--- src/rtl/bf_mul_if.sv ---
// Operand/result handshake bundle for the pipelined floating-point multiplier.
// A transfer happens on a rising edge where valid & ready are both 1; valid and payload stay put until then.
interface bf_mul_if #(
    parameter int DATA_WIDTH  = 16,
    parameter int ERROR_WIDTH = 2
);
    logic                   in_valid;
    logic                   in_ready;
    logic [DATA_WIDTH-1:0]  in1;
    logic [DATA_WIDTH-1:0]  in2;
    logic                   out_valid;
    logic                   out_ready;
    logic [DATA_WIDTH-1:0]  out;
    logic [ERROR_WIDTH-1:0] error;

    modport master (
        output in_valid, in1, in2, out_ready,
        input  in_ready, out_valid, out, error
    );

    modport slave (
        input  in_valid, in1, in2, out_ready,
        output in_ready, out_valid, out, error
    );
endinterface

--- src/rtl/bf_mul_pipe.sv ---
// 3-stage pipelined floating-point multiplier (decode/multiply, normalise/round, resolve/output).
// Define BF_MUL_ROUND_EN for round-to-nearest-even; otherwise dropped product bits are truncated.
module bf_mul_pipe #(
    parameter int EXP_WIDTH   = 8,
    parameter int FRAC_WIDTH  = 7,
    parameter int DATA_WIDTH  = 1 + EXP_WIDTH + FRAC_WIDTH,
    parameter int ERROR_WIDTH = 2
) (
    input logic   clk,
    input logic   rst_n,
    bf_mul_if.slave bus
);
    localparam int MW = FRAC_WIDTH + 1;
    localparam int PW = 2 * MW;
    localparam int SW = EXP_WIDTH + 2;

    localparam logic signed [SW-1:0] BIAS     = SW'((1 << (EXP_WIDTH - 1)) - 1);
    localparam logic signed [SW-1:0] EXP_MAX  = SW'((1 << EXP_WIDTH) - 1);
    localparam logic signed [SW-1:0] EXP_ZERO = '0;

    localparam logic [ERROR_WIDTH-1:0] ERR_OK  = ERROR_WIDTH'(0);
    localparam logic [ERROR_WIDTH-1:0] ERR_OVF = ERROR_WIDTH'(1);
    localparam logic [ERROR_WIDTH-1:0] ERR_UNF = ERROR_WIDTH'(2);
    localparam logic [ERROR_WIDTH-1:0] ERR_NAN = ERROR_WIDTH'(3);

    localparam logic [DATA_WIDTH-1:0] QNAN =
        {1'b0, {EXP_WIDTH{1'b1}}, 1'b1, {(FRAC_WIDTH-1){1'b0}}};

    typedef enum logic [1:0] {K_NUM, K_ZERO, K_INF, K_NAN} kind_t;

    // Every stage moves together whenever the output register is free or being drained.
    logic advance;
    assign advance      = bus.out_ready | ~bus.out_valid;
    assign bus.in_ready = advance;

    // ---------------- S1: decode, classify, exponent sum, mantissa product
    logic                 sign_a, sign_b;
    logic [EXP_WIDTH-1:0] exp_a, exp_b;
    logic [FRAC_WIDTH-1:0] frac_a, frac_b;
    logic a_nan, a_inf, a_zero, b_nan, b_inf, b_zero;
    kind_t                kind_in;
    logic signed [SW-1:0] exp_sum;
    logic [PW-1:0]        prod;

    assign sign_a = bus.in1[DATA_WIDTH-1];
    assign sign_b = bus.in2[DATA_WIDTH-1];
    assign exp_a  = bus.in1[DATA_WIDTH-2 -: EXP_WIDTH];
    assign exp_b  = bus.in2[DATA_WIDTH-2 -: EXP_WIDTH];
    assign frac_a = bus.in1[FRAC_WIDTH-1:0];
    assign frac_b = bus.in2[FRAC_WIDTH-1:0];

    // Exponent 0 covers subnormals too; they flush to zero.
    assign a_nan  = (&exp_a) & (|frac_a);
    assign a_inf  = (&exp_a) & ~(|frac_a);
    assign a_zero = ~(|exp_a);
    assign b_nan  = (&exp_b) & (|frac_b);
    assign b_inf  = (&exp_b) & ~(|frac_b);
    assign b_zero = ~(|exp_b);

    always_comb begin
        kind_in = K_NUM;
        if (a_nan | b_nan | (a_inf & b_zero) | (a_zero & b_inf)) kind_in = K_NAN;
        else if (a_inf | b_inf)                                  kind_in = K_INF;
        else if (a_zero | b_zero)                                kind_in = K_ZERO;
    end

    assign exp_sum = $signed({2'b00, exp_a}) + $signed({2'b00, exp_b}) - BIAS;
    assign prod    = {1'b1, frac_a} * {1'b1, frac_b};

    logic                 v1, sign1;
    kind_t                kind1;
    logic signed [SW-1:0] exp1;
    logic [PW-1:0]        prod1;

    always_ff @(posedge clk or negedge rst_n) begin
        if (!rst_n) begin
            v1    <= 1'b0;
            sign1 <= 1'b0;
            kind1 <= K_ZERO;
            exp1  <= '0;
            prod1 <= '0;
        end else if (advance) begin
            v1    <= bus.in_valid;
            sign1 <= sign_a ^ sign_b;
            kind1 <= kind_in;
            exp1  <= exp_sum;
            prod1 <= prod;
        end
    end

    // ---------------- S2: normalise so the leading one sits at PW-1, then round
    logic                  norm, carry;
    logic [PW-1:0]         shifted;
    logic [FRAC_WIDTH-1:0] frac_t, frac_r;
    logic [FRAC_WIDTH:0]   dropped;
    logic signed [SW-1:0]  exp_n;

    assign norm    = prod1[PW-1];
    assign shifted = norm ? prod1 : (prod1 << 1);
    assign frac_t  = shifted[PW-2 -: FRAC_WIDTH];
    assign dropped = shifted[PW-2-FRAC_WIDTH:0];

`ifdef BF_MUL_ROUND_EN
    logic                round_up;
    logic [FRAC_WIDTH:0] frac_sum;
    // Guard bit plus sticky; an exact tie only rounds up when the kept LSB is odd.
    assign round_up = dropped[FRAC_WIDTH] & ((|dropped[FRAC_WIDTH-1:0]) | frac_t[0]);
    assign frac_sum = {1'b0, frac_t} + {{FRAC_WIDTH{1'b0}}, round_up};
    // All-ones fraction wraps to 1.000..., the carry bumps the exponent.
    assign carry    = frac_sum[FRAC_WIDTH];
    assign frac_r   = frac_sum[FRAC_WIDTH-1:0];
`else
    logic unused_dropped;
    assign unused_dropped = |dropped;
    assign carry          = 1'b0;
    assign frac_r         = frac_t;
`endif

    assign exp_n = exp1 + $signed({{(SW-1){1'b0}}, norm}) + $signed({{(SW-1){1'b0}}, carry});

    logic                  v2, sign2;
    kind_t                 kind2;
    logic signed [SW-1:0]  exp2;
    logic [FRAC_WIDTH-1:0] frac2;

    always_ff @(posedge clk or negedge rst_n) begin
        if (!rst_n) begin
            v2    <= 1'b0;
            sign2 <= 1'b0;
            kind2 <= K_ZERO;
            exp2  <= '0;
            frac2 <= '0;
        end else if (advance) begin
            v2    <= v1;
            sign2 <= sign1;
            kind2 <= kind1;
            exp2  <= exp_n;
            frac2 <= frac_r;
        end
    end

    // ---------------- S3: range check, special-value mux, output register
    logic [DATA_WIDTH-1:0]  res;
    logic [ERROR_WIDTH-1:0] err;

    always_comb begin
        res = '0;
        err = ERR_OK;
        unique case (kind2)
            K_NAN: begin
                res = QNAN;
                err = ERR_NAN;
            end
            K_INF:  res = {sign2, {EXP_WIDTH{1'b1}}, {FRAC_WIDTH{1'b0}}};
            K_ZERO: res = {sign2, {(DATA_WIDTH-1){1'b0}}};
            default: begin
                if (exp2 >= EXP_MAX) begin
                    res = {sign2, {EXP_WIDTH{1'b1}}, {FRAC_WIDTH{1'b0}}};
                    err = ERR_OVF;
                end else if (exp2 <= EXP_ZERO) begin
                    res = {sign2, {(DATA_WIDTH-1){1'b0}}};
                    err = ERR_UNF;
                end else begin
                    res = {sign2, exp2[EXP_WIDTH-1:0], frac2};
                end
            end
        endcase
    end

    always_ff @(posedge clk or negedge rst_n) begin
        if (!rst_n) begin
            bus.out_valid <= 1'b0;
            bus.out       <= '0;
            bus.error     <= ERR_OK;
        end else if (advance) begin
            bus.out_valid <= v2;
            if (v2) begin
                bus.out   <= res;
                bus.error <= err;
            end
        end
    end
endmodule

--- src/flat_wrapper.sv ---
// flat-port wrapper written by rule: the top's interface ports become plain ports
module bf_mul_pipe_flat 
#(
    parameter int EXP_WIDTH   = 8,
    parameter int FRAC_WIDTH  = 7,
    parameter int DATA_WIDTH  = 1 + EXP_WIDTH + FRAC_WIDTH,
    parameter int ERROR_WIDTH = 2
)
  (clk, rst_n, bus_in_valid, bus_in1, bus_in2, bus_out_ready, bus_in_ready, bus_out_valid, bus_out, bus_error);
  bf_mul_if #(.DATA_WIDTH(DATA_WIDTH), .ERROR_WIDTH(ERROR_WIDTH)) bus_i ();
  input logic clk;
  input logic rst_n;
  input wire logic [$bits(bus_i.in_valid)-1:0] bus_in_valid;
  input wire logic [$bits(bus_i.in1)-1:0] bus_in1;
  input wire logic [$bits(bus_i.in2)-1:0] bus_in2;
  input wire logic [$bits(bus_i.out_ready)-1:0] bus_out_ready;
  output wire logic [$bits(bus_i.in_ready)-1:0] bus_in_ready;
  output wire logic [$bits(bus_i.out_valid)-1:0] bus_out_valid;
  output wire logic [$bits(bus_i.out)-1:0] bus_out;
  output wire logic [$bits(bus_i.error)-1:0] bus_error;
  assign bus_i.in_valid = bus_in_valid;
  assign bus_i.in1 = bus_in1;
  assign bus_i.in2 = bus_in2;
  assign bus_i.out_ready = bus_out_ready;
  assign bus_in_ready = bus_i.in_ready;
  assign bus_out_valid = bus_i.out_valid;
  assign bus_out = bus_i.out;
  assign bus_error = bus_i.error;
  bf_mul_pipe #(.EXP_WIDTH(EXP_WIDTH), .FRAC_WIDTH(FRAC_WIDTH), .DATA_WIDTH(DATA_WIDTH), .ERROR_WIDTH(ERROR_WIDTH)) u_core (.clk(clk), .rst_n(rst_n), .bus(bus_i));
endmodule
--- config.mk ---
export PLATFORM = sky130hd
export DESIGN_NAME = bf_mul_pipe_flat
export DESIGN_NICKNAME = d
export VERILOG_FILES = /design/src/rtl/bf_mul_if.sv /design/src/rtl/bf_mul_pipe.sv /design/src/flat_wrapper.sv
export SDC_FILE = /design/constraint.sdc
export NUM_CORES = 1
export LEC_CHECK = 0
export ABC_AREA = 1
export CORE_MARGIN = 5
export CORE_UTILIZATION = 35
export DETAILED_ROUTE_END_ITERATION = 7
export GPL_ROUTABILITY_DRIVEN = 0
export SLEW_MARGIN = 15
export SYNTH_ARGS = -nofsm -noshare
export SYNTH_HDL_FRONTEND = slang
export SYNTH_SLANG_ARGS = --single-unit
--- constraint.sdc ---
create_clock -name clk -period 4.2 [get_ports clk]
set_clock_uncertainty 0.2 [all_clocks]
set_input_delay 1.26 -clock clk [delete_from_list [all_inputs] [get_ports clk]]
set_output_delay 1.26 -clock clk [all_outputs]
set_load 0.01 [all_outputs]
; Word-level counts from Yosys, hierarchy flattened
; Cells that the tools add are included.
[op_classes]
addsub = 3
mul = 1
div_mod_pow = 0
order_cmp = 2
n_eq_ne = 3
shift = 0
muxes = 10
n_bitwise = 18
n_reduce_logical = 8
[ops]
columns = operator, count
row1 = $pmux W16 S3, 1
row2 = $mux W15, 3
row3 = $mul A8 B8 Y16, 1
row4 = $reduce_and A8 Y1, 2
row5 = $reduce_or A8 Y1, 2
row6 = $reduce_or A7 Y1, 2
row7 = $add A10 B2 Y10, 1
row8 = $ge A10 B9 Y1 const B, 1
row9 = $le A10 B1 Y1 const B, 1
row10 = $sub A10 B8 Y10 const B, 1
row11 = $add A8 B8 Y9, 1
row12 = $mux W2, 4
row13 = $and A1 B1 Y1, 6
row14 = $or A1 B1 Y1, 6
row15 = $not A1 Y1, 5
row16 = $eq A2 B2 Y1 const B, 2
row17 = $pmux W2 S2, 1
row18 = $eq A2 B1 Y1 const B, 1
row19 = $reduce_and A2 Y1, 1
row20 = $reduce_or A2 Y1, 1
row21 = $mux W1, 1
row22 = $xor A1 B1 Y1, 1
[word_totals]
reg_bits = 70
latchBits = 0
ram_bits = 0
romBits = 0
in_bits = 36
output_inout_bits = 20
n_memories = 0

; Logic depth before layout (Yosys ltp)
; Gate-level depths: netlist (run 1).
[logic_depth]
depth_word = 7
mapped_depth = 21
mapped_depth_nobuf = 20

; Worst setup path before layout (run 1)
; OpenSTA, ideal clock, no wires.
[synth_path]
path_kind = input port to flip-flop
from = in bus_in1[2]
to = reg u_core.prod1[15]
t_arrival_ps = 4865
setup_slack_ps = -983
stages = 18
n_path_buf = 1
path_cell_list = clkbuf_1 > nand2_1 > fa_1 > inv_1 > fa_1 > fa_1 > inv_1 > fa_1 > inv_1 > ha_1 > a21oi_1 > nor2_1 > nor2_1 > nor2_1 > nor2_1 > nand3_1 > nand3_1 > nand2_1
[synth_between]
elab_chain_len = 1
[synth_rtl]
columns = element, line
row1 = start: declaration, flat_wrapper.sv:14  ; input wire logic [$bits(bus_i.in1)-1:0] bus_in1;
row2 = $mul A8 B8 Y16, bf_mul_pipe.sv:68  ; assign prod = {1'b1, frac_a} * {1'b1, frac_b};
row3 = end signal: assignment, bf_mul_pipe.sv:87  ; prod1 <= prod;
row4 = end: declaration, bf_mul_pipe.sv:73  ; logic [PW-1:0] prod1;
; Every way passes these cells.
; A chain may end at the register's enable or synchronous reset.

; Final worst setup path (run 1)
[layout_path]
from = in bus_in2[6]
to = reg u_core.prod1[12]
[layout_between]
elab_chain_len = 1
[layout_rtl]
columns = element, line
row1 = start: declaration, flat_wrapper.sv:15  ; input wire logic [$bits(bus_i.in2)-1:0] bus_in2;
row2 = $mul A8 B8 Y16, bf_mul_pipe.sv:68
; Every way passes these cells.

==> results of run 1 <==
## metrics by stage
step	util [%]	TNS, ns	total power [mW]	instance area [um2]	std cells
finish	47.37	-3.206	4.506	7552	1105
global route	47.37	-4.860	4.946	7552	1105
CTS	46.88	-3.552	4.453	7473	1103
detailed placement	43.45	-11.54	3.420	6928	1084
global placement	43.45	-11.19	3.382	6928	1084
floorplan	-	-5.328	2.548	5877	781
## synth_stat cells
library cell	instances	share of area, %
a21o_1	1	0.13
a21oi_1	22	1.9
a21oi_4	1	0.28
a31oi_1	2	0.22
buf_2	5	0.44
buf_6	1	0.20
clkbuf_1	16	1.1
dfrtp_1	61	27
dfstp_2	2	0.92
fa_1	36	13
ha_1	43	9.4
inv_1	147	9.6
inv_2	2	0.13
nand2_1	220	14
nand2_2	6	0.66
nand2_4	3	0.59
nand3_1	44	3.9
nand3_2	6	1.1
nand3b_1	4	0.53
nand4_1	14	1.5
nand4_2	1	0.22
nor2_1	54	3.5
nor2_2	4	0.44
nor2_4	5	0.98
nor3_1	4	0.35
nor3_2	1	0.18
nor3_4	1	0.28
nor3b_1	1	0.13
nor4_1	5	0.55
o211ai_1	1	0.13
o21a_1	3	0.39
o21ai_0	45	3.9
o21ai_1	6	0.53
o21ai_2	1	0.15
o21bai_1	2	0.26
o21bai_2	1	0.20
o22ai_1	2	0.22
o31ai_1	1	0.13
xnor2_1	4	0.61
xor2_1	3	0.46
## cell usage in the layout (no fill, tap or decap), types with 7 or more instances in the layout
cell,count
a21oi_1,15
buf_4,53
buf_6,11
clkbuf_16,9
clkdlybuf4s50_1,40
dfrtp_1,61
fa_1,34
ha_1,36
ha_4,7
inv_1,131
inv_2,18
nand2_1,205
nand2_2,17
nand2_4,7
nand3_1,41
nand3_2,9
nand4_1,14
nor2_1,50
nor2_4,8
o21ai_0,39
o21ai_1,9
## layer usage
layer | global-route usage, % | wire (um)
met5 | 0 | 0
met4 | 5.214 | 285
met3 | 1.096 | 368
met2 | 24.92 | 6042
met1 | 19.84 | 6326
## cell type report
type                            instances  area (um2)
Timing Repair Buffer                  114        1040
Sequential cell                        63        1579
Inverter                              149       559.3
Multi-Input combinational cell        547        3775
Fill cell                            1600        8391
Clock inverter                          2       35.03
Tap cell                              216       270.3
Clock buffer                           14       294.0
## timing repair
action                                  4_1_cts  5_1_grt
gates resized for setup                     118       30
pin swaps                                    32       21
setup buffers                                 3        2
endpoints found under the setup margin        9        9
## worst reg2reg max path, stage by stage (launching register included)
cell	delay, ns
dfrtp_1	0.60
ha_1	0.27
ha_1	0.22
nand4_1	0.13
nor2_1	0.19
nand3_1	0.12
xor2_1	0.15
o21ai_0	0.14
## worst min-delay path by stage
stage / to / depth (start not counted)
2_1_floorplan: u_core.bus.out[15]$_DFFE_PN0P_ / 2
3_3_place_gp: u_core.sign2$_DFFE_PN0N_ / 2
3_5_place_dp: u_core.kind1[0]$_DFFE_PN1N_ / 2
4_1_cts: u_core.kind1[0]$_DFFE_PN1N_ / 2
5_1_grt: u_core.prod1[11]$_DFFE_PN0N_ / 2
6_report: u_core.kind1[0]$_DFFE_PN1N_ / 2
## sequential cells by signal (all words and copies together) (netlist names)
register,cells
u_core.kind2,2
u_core.sign2,1
u_core.sign1,1
u_core.exp1,10
u_core.exp2,10
u_core.bus.out_valid,1
u_core.frac2,7
u_core.v2,1
u_core.bus.out,16
u_core.kind1,2
u_core.prod1,9
u_core.bus.error,2
u_core.v1,1
## power by group
group          total, mW  switching, mW  internal, mW  leakage [nW]
Combinational       2.67           1.40          1.27          3.01
Clock              0.783          0.245         0.538         0.165
Sequential          1.05          0.185         0.870         0.753
## cell families (layout without fill, tap and decap cells)
| family | Yosys count | count (layout) | synth area share, % |
|---|---|---|---|
| XOR/XNOR | 7 | 7 | 1.072 |
| flip-flops | 63 | 63 | 27.61 |
| buffers and inverters | 171 | 279 | 11.47 |
| adder cells (fa/ha/maj) | 79 | 79 | 22.01 |
| AO/OA/AOI/OAI | 88 | 88 | 8.512 |
| AND/OR/NAND/NOR | 373 | 373 | 29.32 |
==> impl_results.md, run 1 <==
* Post-Syn Instances at 781
* Crit-path cells: buf_12 -> nand2_4 -> inv_2 -> fa_1 -> inv_2 -> fa_1 -> inv_1 -> fa_1 -> inv_1 -> fa_1 -> inv_2 -> ha_4 -> nand2_4 -> o21ai_2 -> buf_4 -> nand4_1 -> nand3_1 -> nand2_1 -> nand3_2 -> nand2_2
* Clock Tree Root: clkbuf_16
* DIE AREA at roughly 19000 um2
* CTS buffer count at 9
* CORE AREA at 15940 um2
* Reg-to-Reg Start: u_core.prod1[15]$_DFFE_PN0N_
* Clock Tree Buf Depth at 2
* Post-CTS Hold Fix Bufs at 0
* Hpwl dp at around 10000 um
* Clk sinks at between 60 and 70
* Syn avg cell area at between 7 and 8 um2
* Share of layout cells above drive strength 1 at around 21%
* Crit path DAT at 4.63 ns
* Stages on worst setup path at 20
* Max-cap check violation count at 0
* CTS tree: done
* Detailed Route WL at roughly 13000 um
* Pins Over Slew Limit at 0
* Initial antenna violation count at 0
* Failing checks: setup timing
* Dpl ws at -1.346 ns
* Worst r2r dst: u_core.exp2[8]$_DFFE_PN0N_
* WL per Instance at around 12 um
* Req. time, crit path at roughly 4.2 ns
* Mapped Area at roughly 5700 um2
* DRC viols at 0
* Grt ovf at 0
* First-pass GRT wire length at around 23000 um
* Fin Hold WS at between 0.2 and 0.3 ns
* Row Count at 46
* Worst setup margin at -0.4112 ns
* Setup Viol. Count Final at 9
* Layout area overhead at 32.08%
* Number of synthesized register bits at 63
* Port Buffers at between 50 and 60
* DRT iter0 DRCs at around 190
* Crit share post-route at 109.8%
* R2r worst-path depth at 7
* Setup CP Type: primary input to register
* ANT nets after route at 0
* Drt via density at about 4.5
* Hold Fails Final Rpt at 0
* Final Critical Period at between 4 and 5 ns
* Critical path buffer and inverter count at 7
* Reg2Reg Setup Slack at approximately 2.1 ns
* RSZ-0062 raised after global routing: true
* Number of global-route vias before repair at about 5000
* DIE WIDTH at ~140 um
* Headroom to the max-slew limit at between 40% and 50%
* Initial cell density of the core at 35.87%
* Fmax at 0.2169 GHz
* Num ports at 56
* CTS HTree Levels at 3
* Yosys warnings at 0
* First-pass DRT Iterations at 4
* Worst IR Drop VDD at 0.2739 mV
* Die Y at roughly 140 um
* Sequential cell area fraction in the yosys report at between 20 and 30%
* Clk slew on worst S/H paths at ~0.050 ns
* Largest net degree at the start of global routing at a little over 50
* Max FO, Critical Path at 6
* Synth unique cells at 40
* Vias at 4962
* Outcome: complete, but fails checks
* NumNets Final at roughly 1000
* Crit path from: bus_in2[6]
* Hold Path Class: register to register
* Leakage at 3.926 nW
* Hold Startpoint: u_core.kind1[0]$_DFFE_PN1N_
* Worst slew pin tran at just under 0.9 ns
* Synth Net Count at 896
* CP startpoint kind: primary input
* Critical path's top delay family: adder cells
* Gr usage total at between 10 and 15%
* Pwr Density at approximately 600 nW/um2
* Worst setup path endpoint: u_core.prod1[12]$_DFFE_PN0N_
* Worst-Skew Late Latency at about 0.32 ns
* Most Frequent Cell on Critical Path: fa_1
* Ant diodes at 0
* Element type at the critical path end: register
* Slowest cell delay on critical path at roughly 0.52 ns
* Crit-path slowest cell: fa_1
Note: power is estimated with default switching activity, not from simulation.
==> run 2, diff against run 1 <==
GPL_TIMING_DRIVEN = 0   (was default)
==> run 2 against run 1 <==
  * The flow still finishes with violations (setup timing)
  * Power down 2.1%
  * First-iteration DRC count rose by 17%
  * Clock power is 3.8% lower
==> impl_results.md, run 2 (synthesized netlist as in run 1, its figures left out) <==
* Worst setup margin at -0.5635 ns (-0.1524 ns)
* Number of global-route vias before repair at 4905 (-2.5%)
* Setup Viol. Count Final at 10 (+1)
* Initial antenna violation count at 0 (unchanged)
* Area after DPL at 6693 um2 (-3.4%)
* WL per Instance at 12.41 um (+5.3%)
* Pwr Density at 582.1 nW/um2 (-2.4%)
* CTS tree: done
* RSZ-0062 raised after global routing: true
* Detailed Route WL at 13640 um (+4.7%)
* First-pass GRT wire length at 22910 um (+0.12%)
* First-pass DRT Iterations at 4 (unchanged)
* Hold Path Class: register to register
* Clock Tree Buf Depth at 2 (unchanged)
* DRT iter0 DRCs at 224 (+17%)
* Worst slew pin tran at 0.6026 ns (-0.2668 ns)
* Dpl cells at 1050 (-3.1%)
* Ant diodes at 0 (unchanged)
* Clock Tree Root: clkbuf_16
* Post-route cell area at 7581 um2 (+0.38%)
* Reg-to-Reg Start: u_core.prod1[15]$_DFFE_PN0N_
* Worst IR Drop VDD at 0.2548 mV (-7.0%)
* Final Critical Period at 4.764 ns (+0.1524 ns)
* Crit share post-route at 113.4% (+3.6 points)
* CORE AREA at 15940 um2 (unchanged)
* CTS buffer count at 9 (unchanged)
* Layout area overhead at 32.58%
* Fillers at 1632 (+2.0%)
* Biggest regs: u_core.bus.out x16, u_core.exp1 x10, u_core.exp2 x10
* Port Buffers at 52 (-5.5%)
* Share of layout cells above drive strength 1 at 20.39% (-0.31 points)
* Pins Over Slew Limit at 0 (unchanged)
* Most flops, register: u_core.bus.out
* Max FO, Critical Path at 3 (-3)
* Crit path DAT at 4.78 ns (+0.15 ns)
* R2r worst-path depth at 7 (unchanged)
* Most common cell after layout, fill and taps aside: nand2_1
* Hpwl dp at 10460 um (+0.22%)
* Num ports at 56 (unchanged)
* Row Count at 46 (unchanged)
* DIE AREA at 18990 um2 (unchanged)
* DRC viols at 0 (unchanged)
* ANT nets after route at 0 (unchanged)
* Worst r2r dst: u_core.exp2[8]$_DFFE_PN0N_
* CP startpoint kind: primary input
* Hold Fails Final Rpt at 0 (unchanged)
* Vias at 4998 (+0.73%)
* NumNets Final at 993 (-0.60%)
* Leakage at 3.874 nW (-1.3%)
* Setup CP Type: primary input to register
* Most frequent cells in the layout: 202 x nand2_1, 130 x inv_1, 61 x dfrtp_1, 50 x nor2_1, 43 x nand3_1
* Crit path from: bus_in1[4]
* Fin Hold WS at 0.2686 ns (-0.003743 ns)
* Clk slew on worst S/H paths at 0.06 ns (about the same)
* Die Y at 137.8 um (unchanged)
* CTS HTree Levels at 3 (unchanged)
* Worst setup path endpoint: u_core.prod1[12]$_DFFE_PN0N_
* Gr usage total at 14.79% (+0.071 points)
* Setup_tns at -4.492 ns (-1.286 ns)
* Fmax at 0.2099 GHz (-3.2%)
* Grt ovf at 0 (unchanged)
* Outcome: complete, but fails checks
* Final Non-Filler Cells at 1099 (-0.54%)
* Initial cell density of the core at 35.87% (unchanged)
* DIE WIDTH at 137.8 um (unchanged)
* Failing checks: setup timing
* Post-CTS Hold Fix Bufs at 0 (unchanged)
* Max-cap check violation count at 0 (unchanged)
* Max reg flops at 16 (unchanged)
* Reg2Reg Setup Slack at 2.21 ns (+0.11 ns)
* Element type at the critical path end: register
* Largest net degree at the start of global routing at 48 (-5.9%)
* Headroom to the max-slew limit at 59.82% (+18 points)
* Req. time, crit path at 4.21 ns (about the same)
* Dpl ws at -1.519 ns (-0.1732 ns)
* Worst-Skew Late Latency at 0.33 ns (about the same)
* Clk sinks at 63 (unchanged)
* Drt via density at 4.548 (+1.3%)
run 2: layout make-up:
cell class | count | area [um2] | area share (%)
inverters | 149 | 559.3 | 7.377
clock inverters | 6 | 70.07 | 0.9242
flip-flops and latches | 63 | 1579 | 20.83
multi-input cells | 547 | 3836 | 50.60
clock buffers | 10 | 239.0 | 3.152
plain buffers | 21 | 183.9 | 2.426
repair buffers | 87 | 843.3 | 11.12
well taps | 216 | 270.3 | 3.565
run 2: worst min-delay path by stage:
stage | cells past startpoint | end | from | slack, ns
after floorplan | 2 | u_core.bus.out[15]$_DFFE_PN0P_ | u_core.sign2$_DFFE_PN0N_ | 0.24
after global routing | 2 | u_core.kind1[0]$_DFFE_PN1N_ | u_core.kind1[0]$_DFFE_PN1N_ | 0.29
after global placement | 2 | u_core.sign2$_DFFE_PN0N_ | u_core.sign1$_DFFE_PN0N_ | 0.25
after CTS | 2 | u_core.sign2$_DFFE_PN0N_ | u_core.sign1$_DFFE_PN0N_ | 0.27
final | 2 | u_core.sign2$_DFFE_PN0N_ | u_core.sign1$_DFFE_PN0N_ | 0.27
after detailed placement | 2 | u_core.sign2$_DFFE_PN0N_ | u_core.sign1$_DFFE_PN0N_ | 0.26
run 2: where the power goes:
group | switching, mW | internal (mW)
sequential | 0.177 | 0.869
clock | 0.277 | 0.477
combinational | 1.44 | 1.17
run 2: per-layer routing:
| layer | up-vias | share of wire (%) | track usage (%) |
|---|---|---|---|
| li1 | 2637 | - | - |
| met3 | 16 | 3.4 | 1.315 |
| met2 | 81 | 49 | 26.00 |
| met4 | 0 | 1.5 | 5.379 |
| met5 | - | 0 | 0 |
| met1 | 2264 | 46 | 18.92 |
run 2: critical path: stages:
cell and delay (ns):
buf_8 0.10, buf_8 0.12, nand2_2 0.07, inv_2 0.04, fa_1 0.54, inv_2 0.04, fa_1 0.51, inv_2 0.04
fa_1 0.48, inv_1 0.05, fa_1 0.49, inv_2 0.05, ha_4 0.29, nand2_4 0.08, nor2_4 0.08, inv_2 0.05
nor3_2 0.10, nand3_1 0.13, nand3_1 0.09, nand2_1 0.05, nand3_1 0.06, nand2_1 0.06
run 2: repair_timing:
| action | 4_1_cts | 5_1_grt |
|---|---|---|
| pin swaps | 39 | 31 |
| setup buffers | 31 | 3 |
| resized for setup | 93 | 51 |
| setup endpoints to repair | 10 | 10 |
run 2: through the flow:
| stage | util [%] | power [mW] |
|---|---|---|
| floorplan | - | 2.548 |
| global placement | 41.82 | 3.131 |
| detailed placement | 41.98 | 3.166 |
| CTS | 46.46 | 4.267 |
| global route | 47.55 | 4.796 |
| finish | 47.55 | 4.413 |
==> run 3, diff against run 2 <==
CORE_ASPECT_RATIO = 0.8   (was default)
==> run 3 against run 2 <==
  * Cell area grew 0.20%
  * First-iteration DRC count grew 20%
  * Worst hold slack gained 0.0088 ns
  * Sequential power is essentially flat
  * The run still ends with setup timing left
  * Cell count grew 0.27%
  * Global-route usage grew 0.47 points
  * Non-clock buffer count grew 4
  * Combinational power grew 3%
  * Largest cell class unchanged
  * Via count grew 4.1%
  * Wire length grew 3.2%
  * Flip-flop and latch count is the same
==> impl_results.md, run 3 (synthesized netlist as in run 1, its figures left out) <==
* DIE AREA at 19010 um2 (about the same)
* Share of layout cells above drive strength 1 at 19.95% (-0.43 points)
* Element type at the critical path end: register
* RSZ-0062 raised after global routing: true
* CP startpoint kind: primary input
* Ant diodes at 0 (unchanged)
* Hpwl dp at 10780 um (+3.1%)
* Post-route cell area at 7596 um2 (+0.20%)
* NumNets Final at 997 (+0.40%)
* Largest net degree at the start of global routing at 59 (+23%)
* Reg-to-Reg Start: u_core.prod1[15]$_DFFE_PN0N_
* Critical path's top delay family: adder cells
* Layout area overhead at 32.84%
* Fin Hold WS at 0.2774 ns (+0.008814 ns)
* Area after DPL at 6691 um2 (about the same)
* R2r worst-path depth at 7 (unchanged)
* Pins Over Slew Limit at 0 (unchanged)
* First-pass DRT Iterations at 5 (+1)
* Crit path DAT at 4.82 ns (+0.04 ns)
* Max-cap check violation count at 0 (unchanged)
* Clk slew on worst S/H paths at 0.06 ns (about the same)
* Setup_tns at -4.564 ns (-0.07160 ns)
* Max FO, Critical Path at 5 (+2)
* Hold Path Class: register to register
* Leakage at 3.908 nW (+0.86%)
* Reg2Reg Setup Slack at 2.20 ns (about the same)
* DRT iter0 DRCs at 269 (+20%)
* Most frequent cells in the layout: 203 x nand2_1, 132 x inv_1, 61 x dfrtp_1, 50 x nor2_1
* Slowest cell delay on critical path at 0.52 ns (-0.02 ns)
* Dpl cells at 1049 (-0.095%)
* Biggest regs: u_core.bus.out x16, u_core.exp1 x10, u_core.exp2 x10
* Crit share post-route at 114.3% (+0.88 points)
* Met2 Track Usage GR at 23.75% (-2.3 points)
* DRC viols at 0 (unchanged)
* Total Power at 4.458 mW (+1.0%)
* Pwr Density at 586.9 nW/um2 (+0.83%)
* Req. time, crit path at 4.22 ns (about the same)
* Number of global-route vias before repair at 5254 (+7.1%)
* CORE AREA at 15900 um2 (-0.25%)
* WL per Instance at 12.77 um (+2.9%)
* Port Buffers at 52 (unchanged)
* Clk sinks at 63 (unchanged)
* Initial antenna violation count at 0 (unchanged)
* Failing checks: setup timing
* Worst IR Drop VDD at 0.2894 mV (+14%)
* Worst r2r dst: u_core.exp2[8]$_DFFE_PN0N_
* Drt via density at 4.721 (+3.8%)
* Crit-path slowest cell: fa_1
* Worst setup path endpoint: u_core.prod1[12]$_DFFE_PN0N_
* Dpl ws at -1.584 ns (-0.06473 ns)
* Crit path from: bus_in2[6]
* Gr usage total at 15.26% (+0.47 points)
* Grt ovf at 0 (unchanged)
* Row Count at 41 (-11%)
* Max reg flops at 16 (unchanged)
* Die Y at 124.3 um (-9.8%)
* Critical path buffer and inverter count at 8 (unchanged)
* Met3 usage at 3.300% (+2.0 points)
* Hold Fails Final Rpt at 0 (unchanged)
* Final Critical Period at 4.801 ns (+0.03699 ns)
* Worst slew pin tran at 0.6654 ns (+0.06279 ns)
* Most common cell after layout, fill and taps aside: nand2_1
* Headroom to the max-slew limit at 55.64% (-4.2 points)
* Final core occ at 47.77% (+0.21 points)
* CTS buffer count at 9 (unchanged)
* Outcome: complete, but fails checks
* CTS tree: done
* Most flops, register: u_core.bus.out
* Detailed Route WL at 14080 um (+3.2%)
* Stages on worst setup path at 22 (unchanged)
* Final Non-Filler Cells at 1102 (+0.27%)
* Clock Tree Root: clkbuf_16
* Clock Tree Buf Depth at 2 (unchanged)
* Global route hottest layer: met2
* Grt met1 use at 22.00% (+3.1 points)
* Setup CP Type: primary input to register
* Crit-path cells: buf_6 -> buf_8 -> nand2_4 -> inv_2 -> fa_1 -> inv_2 -> fa_1 -> inv_1 -> fa_1 -> inv_1 -> fa_1 -> inv_2 -> ha_4 -> nand2_4 -> nor2_4 -> inv_2 -> nor3_2 -> nand3_1 -> nand3_1 -> nand2_1 -> nand3_2 -> nand2_1
* Fmax at 0.2083 GHz (-0.77%)
* Vias at 5202 (+4.1%)
* Worst-Skew Late Latency at 0.33 ns (about the same)
* Worst setup margin at -0.6005 ns (-0.03699 ns)
* Num ports at 56 (unchanged)
* Setup Viol. Count Final at 10 (unchanged)
* CTS HTree Levels at 3 (unchanged)
* ANT nets after route at 0 (unchanged)
* Initial cell density of the core at 35.96% (+0.090 points)
* DIE WIDTH at 152.9 um (+11%)
* First-pass GRT wire length at 24600 um (+7.3%)
[run 3: cell type report]
type / count / area [um2]
buffer: 21 / 186.4
clock buffer: 10 / 239.0
clock inverter: 6 / 45.04
fill: 1612 / 8307
inverter: 149 / 559.3
multi-input combinational: 547 / 3812
sequential: 63 / 1579
tap: 215 / 269.0
timing repair buffer: 91 / 905.9
[run 3: where the power goes]
group / total [mW] / switching (mW) / internal (mW)
Sequential: 1.06 / 0.189 / 0.869
Combinational: 2.70 / 1.48 / 1.22
Clock: 0.698 / 0.281 / 0.417
[run 3: what timing repair did]
action	4_1_cts	5_1_grt
hold buffers	0	0
hold endpoints to repair	0	0
pin swaps	54	38
buffers inserted	33	5
gates resized for setup	107	36
setup endpoints to repair	10	10
[run 3: per-layer routing]
metal	up-vias	routed length [um]
met5	-	0
li1	2644	-
met1	2468	7292
met3	11	483
met4	0	115
met2	79	6183
[run 3: worst register-to-register path: cells and delay by family (launching register included)]
kind                     cells  cell delay, ns
AND/OR/NAND/NOR              3            0.46
flip-flops                   1            0.51
adder cells (fa/ha/maj)      2            0.46
XOR/XNOR                     1            0.15
AO/OA/AOI/OAI                1            0.14
[run 3: worst min-delay path by stage]
stage / startpoint / end / slack [ns] / depth (start not counted)
2_1_floorplan: u_core.sign2$_DFFE_PN0N_ / u_core.bus.out[15]$_DFFE_PN0P_ / 0.24 / 2
3_3_place_gp: u_core.prod1[13]$_DFFE_PN0N_ / u_core.prod1[13]$_DFFE_PN0N_ / 0.27 / 2
3_5_place_dp: u_core.sign2$_DFFE_PN0N_ / u_core.bus.out[15]$_DFFE_PN0P_ / 0.26 / 2
4_1_cts: u_core.kind1[0]$_DFFE_PN1N_ / u_core.kind1[0]$_DFFE_PN1N_ / 0.28 / 2
5_1_grt: u_core.kind1[0]$_DFFE_PN1N_ / u_core.kind1[0]$_DFFE_PN1N_ / 0.29 / 2
6_report: u_core.kind1[0]$_DFFE_PN1N_ / u_core.kind1[0]$_DFFE_PN1N_ / 0.28 / 2
